[src/rtl/ram_port_arbiter.sv]
// ram_port_arbiter: two-master round-robin arbiter/sequencer in front of a dual_ram word store
// Ports:
//   clk, rst (async, active low)
//   mN_req_valid/ready/we/addr/wdata : command handshake per master (N=0,1), ready is the combinational grant
//   mN_rsp_valid/rdata/err           : one-cycle response, one cycle after accept
//   ram_wen/w_addr/w_data            : RAM write port, driven combinationally by the granted write
//   ram_ren/r_addr, ram_r_data       : RAM read port, data returns one cycle after ram_ren
// Build option: define ARB_RANGE_CHECK_EN to answer addresses past MEM_NUM-4 with rsp_err instead of using the RAM.
module ram_port_arbiter #(
  parameter int DW = 8,
  parameter int AW = 7,
  parameter int MEM_NUM = 128
) (
  input  logic            clk,
  input  logic            rst,
  input  logic            m0_req_valid,
  output logic            m0_req_ready,
  input  logic            m0_req_we,
  input  logic [AW-1:0]   m0_req_addr,
  input  logic [4*DW-1:0] m0_req_wdata,
  output logic            m0_rsp_valid,
  output logic [4*DW-1:0] m0_rsp_rdata,
  output logic            m0_rsp_err,
  input  logic            m1_req_valid,
  output logic            m1_req_ready,
  input  logic            m1_req_we,
  input  logic [AW-1:0]   m1_req_addr,
  input  logic [4*DW-1:0] m1_req_wdata,
  output logic            m1_rsp_valid,
  output logic [4*DW-1:0] m1_rsp_rdata,
  output logic            m1_rsp_err,
  output logic            ram_wen,
  output logic [AW-1:0]   ram_w_addr,
  output logic [4*DW-1:0] ram_w_data,
  output logic            ram_ren,
  output logic [AW-1:0]   ram_r_addr,
  input  logic [4*DW-1:0] ram_r_data
);
`ifdef ARB_RANGE_CHECK_EN
  localparam bit chk = 1'b1;
`else
  localparam bit chk = 1'b0;
`endif
  localparam logic [AW:0] three = (AW+1)'(3);
  logic v0, v1, in0, in1, diff, ovl, g0, g1, wr0, wr1, rd0, rd1, rr;
  logic [1:0] pend_rd, pend_wr, pend_err;
  logic [AW:0] a0x, a1x;
  // requests are masked while reset is held so nothing is granted or driven
  assign v0 = m0_req_valid & rst;
  assign v1 = m1_req_valid & rst;
  assign in0 = !chk || 32'(m0_req_addr) <= MEM_NUM - 4;
  assign in1 = !chk || 32'(m1_req_addr) <= MEM_NUM - 4;
  assign a0x = {1'b0, m0_req_addr};
  assign a1x = {1'b0, m1_req_addr};
  assign diff = m0_req_we ^ m1_req_we;
  // partial overlap: word ranges intersect but addresses differ, RAM cannot forward it
  assign ovl = (m0_req_addr != m1_req_addr) && (a0x + three >= a1x) && (a1x + three >= a0x);
  // mixed read/write: both go unless partially overlapping, then the write wins
  assign g0 = v0 & (~v1 | (diff ? (~ovl | m0_req_we) : ~rr));
  assign g1 = v1 & (~v0 | (diff ? (~ovl | m1_req_we) : rr));
  assign m0_req_ready = g0;
  assign m1_req_ready = g1;
  assign wr0 = g0 & m0_req_we & in0;
  assign wr1 = g1 & m1_req_we & in1;
  assign rd0 = g0 & ~m0_req_we & in0;
  assign rd1 = g1 & ~m1_req_we & in1;
  assign ram_wen = wr0 | wr1;
  assign ram_w_addr = wr0 ? m0_req_addr : wr1 ? m1_req_addr : '0;
  assign ram_w_data = wr0 ? m0_req_wdata : wr1 ? m1_req_wdata : '0;
  assign ram_ren = rd0 | rd1;
  assign ram_r_addr = rd0 ? m0_req_addr : rd1 ? m1_req_addr : '0;
  always_ff @(posedge clk or negedge rst) begin
    if (!rst) begin
      rr <= 1'b0;
      pend_rd <= '0;
      pend_wr <= '0;
      pend_err <= '0;
    end else begin
      if (v0 & v1 & ~diff) rr <= ~rr;
      pend_rd <= {rd1, rd0};
      pend_wr <= {wr1, wr0};
      pend_err <= {g1 & ~in1, g0 & ~in0};
    end
  end
  assign m0_rsp_valid = pend_rd[0] | pend_wr[0] | pend_err[0];
  assign m1_rsp_valid = pend_rd[1] | pend_wr[1] | pend_err[1];
  assign m0_rsp_rdata = pend_rd[0] ? ram_r_data : '0;
  assign m1_rsp_rdata = pend_rd[1] ? ram_r_data : '0;
  assign m0_rsp_err = pend_err[0];
  assign m1_rsp_err = pend_err[1];
endmodule

[config.mk]
export PLATFORM = sky130hd
export DESIGN_NAME = ram_port_arbiter
export DESIGN_NICKNAME = d
export VERILOG_FILES = /design/src/rtl/ram_port_arbiter.sv
export SDC_FILE = /design/constraint.sdc
export NUM_CORES = 1
export LEC_CHECK = 0
export CAP_MARGIN = 5
export CORE_AREA = 3 3 90 92
export DETAILED_ROUTE_END_ITERATION = 7
export DIE_AREA = 0 0 93 95
export GPL_TIMING_DRIVEN = 0
export MAX_ROUTING_LAYER = met4
export PLACE_DENSITY = 0.81
export SYNTH_ARGS = -nofsm -noshare
export SYNTH_HDL_FRONTEND = slang
export SYNTH_SLANG_ARGS = --single-unit
[constraint.sdc]
create_clock -name clk -period 5.6 [get_ports clk]
set_input_delay 1.68 -clock clk [delete_from_list [all_inputs] [get_ports clk]]
set_output_delay 1.68 -clock clk [all_outputs]
set_load 0.005 [all_outputs]
==> metrics.txt <==
fin cells=600; largest net degree at the start of global routing=11; Reg clk slew, reported paths=0.03 ns; endpoints failing hold=0; power share of the clock group=0.134; Fill cells=629; CTS sink cnt=5; # DRC=0; Crit path required time=3.92 ns; P_leak=1.91 nW; Avg Inst Size Synth=7.42 um2; Core ar.=0.00729 mm2; number of I/O pins=234; Worst Skew=0.00153 ns; RSZ-0062 raised after global routing=yes; Pint=0.318 mW; Final GP Congestion=0.955; Total GRT Usage=0.219; asr flop ratio synth=1.00; Setup CP Type=primary input to primary output; Avg Vias per Cell=4.82; Max Cap Violations=0; total wire length=10300 um; site row count=31; global route total overflow=0; register area=125 um2; switch share=0.349; layout net count=633; final worst setup slack=-0.0309 ns; max-slew violations=0; status=finished with violations; dpl cells=574; TritonCTS clock tree=done; post-route minimum period=5.63 ns; switching power=0.171 mW; Yosys reg bits=5; cell taking the most area after synthesis=and2_1; worst hold path class=flip-flop to flip-flop; failing checks=negative setup slack; P&R area growth vs syn=148%; H-Tree Depth=1; worst slack, placed=-0.985 ns; later-pin clock latency in the skew report=0.22 ns; Wirelength per Cell=17.2 um; share of cells above drive strength 1=0.168; arrival time worst endpoint=3.95 ns; CTS buffer count=3; fmax=178 MHz; vias in the first global route=2949; Max IR drop VDD=0.0000516 V; Pre-Repair DR Iteration Count=4; CTS Root Cell=clkbuf_8; dominant cells by area after synthesis=and2_1, a22o_1, ha_1, xnor2_1, dfrtp_1; Initial Utilization=0.255; CP startpoint kind=primary input; period utilization=1.01; Detailed Route Iter0 Violations=62; Die Y=95 um; initial antenna violation count=0; capturing element type of the critical path=primary output; Inserted Diodes=0; Setup TNS Final=-0.0309 ns; Pwr Density=106 mW/mm2; DP Wirelength=8300 um; buffers added on ports=223; Seq pwr share=0.102; # setup viols final=1; Multi-input gate area=0.00173 mm2; Yosys cell types=38; Via Count=2889; register area share after synthesis=0.0672; Crit Path Max Fanout=6; antenna viol nets, final=0; die area=0.00884 mm2; count leader, synth=and2_1; utilization after layout=0.632; Logic pwr share=0.764; global-route wire length before repair=14900 um; Top FF cell, synth=dfrtp_1; Final Power=0.489 mW; number of synthesis warnings=0; commonest cells in the netlist=and2_1, a22o_1, inv_1; DIE WIDTH=93 um; Post-Syn Instances=251; clock tree buffer depth=2; Post-synth EDFFs=0; synthesized cell area=0.00186 mm2; Synth top area share=0.222
## cell type report
cell class | count | area share
Inverter | 18 | 0.0163
Multi-Input combinational cell | 206 | 0.374
Sequential cell | 5 | 0.0271
Clock buffer | 4 | 0.00977
Buffer | 24 | 0.0293
Tap cell | 99 | 0.0269
Timing Repair Buffer | 244 | 0.517
## stage by stage
step | instance area, um2 | hold slack (ns)
2_1_floorplan | 1870 | 0.478
3_3_place_gp | 4220 | 0.513
3_5_place_dp | 4220 | 0.548
4_1_cts | 4490 | 0.555
5_1_grt | 4610 | 0.588
6_report | 4610 | 0.577
## cell usage in the layout (no fill, tap or decap), drive strengths merged, types with 5 or more instances in the layout
| cell type | synthesis | routed |
|---|---|---|
| nor2 | 5 | 5 |
| buf | 7 | 35 |
| clkbuf | 17 | 27 |
| a21oi | 7 | 7 |
| ha | 15 | 15 |
| xnor2 | 15 | 15 |
| inv | 18 | 18 |
| clkdlybuf4s50 | 0 | 204 |
| dfrtp | 5 | 5 |
| and2 | 66 | 66 |
| o21ai | 7 | 8 |
| a22o | 46 | 46 |
| nand2 | 6 | 6 |
## power by group through the flow
stage / Clock (mW) / Combinational (mW) / Sequential, mW
2_1_floorplan: 0 / 0.127 / 0.0465
3_3_place_gp: 0 / 0.322 / 0.0485
3_5_place_dp: 0 / 0.329 / 0.0489
4_1_cts: 0.0673 / 0.355 / 0.0490
5_1_grt: 0.0692 / 0.402 / 0.0506
6_report: 0.0655 / 0.374 / 0.0496
## flip-flops by register name, indices dropped and copies added (netlist names)
signal,cells
rr,1
pend_rd,2
pend_wr,2
## worst paths after layout
path	to	startpoint	slack (ns)	cells past startpoint
worst max-delay path	ram_r_addr[5]	m0_req_addr[1]	-0.03	15
worst min-delay path	rr	rr	0.58	1
worst max register to register	pend_rd[1]	rr	3.84	8
worst min register to register	rr	rr	0.58	1
max in group asynchronous	pend_wr[1]	rst	3.83	1
min in group asynchronous	pend_rd[0]	rst	1.49	1
## cell families after synthesis
family | synth area share
AOI/OAI and AO/OA | 0.349
buffers and inverters | 0.0968
adders and majority gates | 0.101
xor gates and xnor gates | 0.0847
and+or+nand+nor | 0.299
other | 0.00201
DFF | 0.0672
## worst max-delay path: stages
cell and delay, ns:
buf_12 0.10, inv_4 0.05, ha_4 0.17, xnor2_2 0.13, ha_1 0.32, a31oi_1 0.10
nor2b_2 0.17, o2111ai_4 0.18, a21oi_4 0.24, a21oi_4 0.08, buf_6 0.14, buf_4 0.13
buf_4 0.12, a22o_1 0.20, buf_2 0.14
## routing by layer
| layer | track usage | vias up | routed length, um |
|---|---|---|---|
| met5 | - | - | 0 |
| met4 | 0.0879 | 0 | 287 |
| met3 | 0.0375 | 19 | 856 |
| met2 | 0.417 | 165 | 5580 |
| met1 | 0.221 | 1311 | 3590 |
| li1 | - | 1394 | - |
## repair_timing
item,in CTS,in global routing
setup buffers,17,4
cloned,1,0
endpoints found under the setup margin,49,38
pin swaps,12,17
hold buffers,0,0
resized for setup,83,43
(Power assumes the default switching activity.)
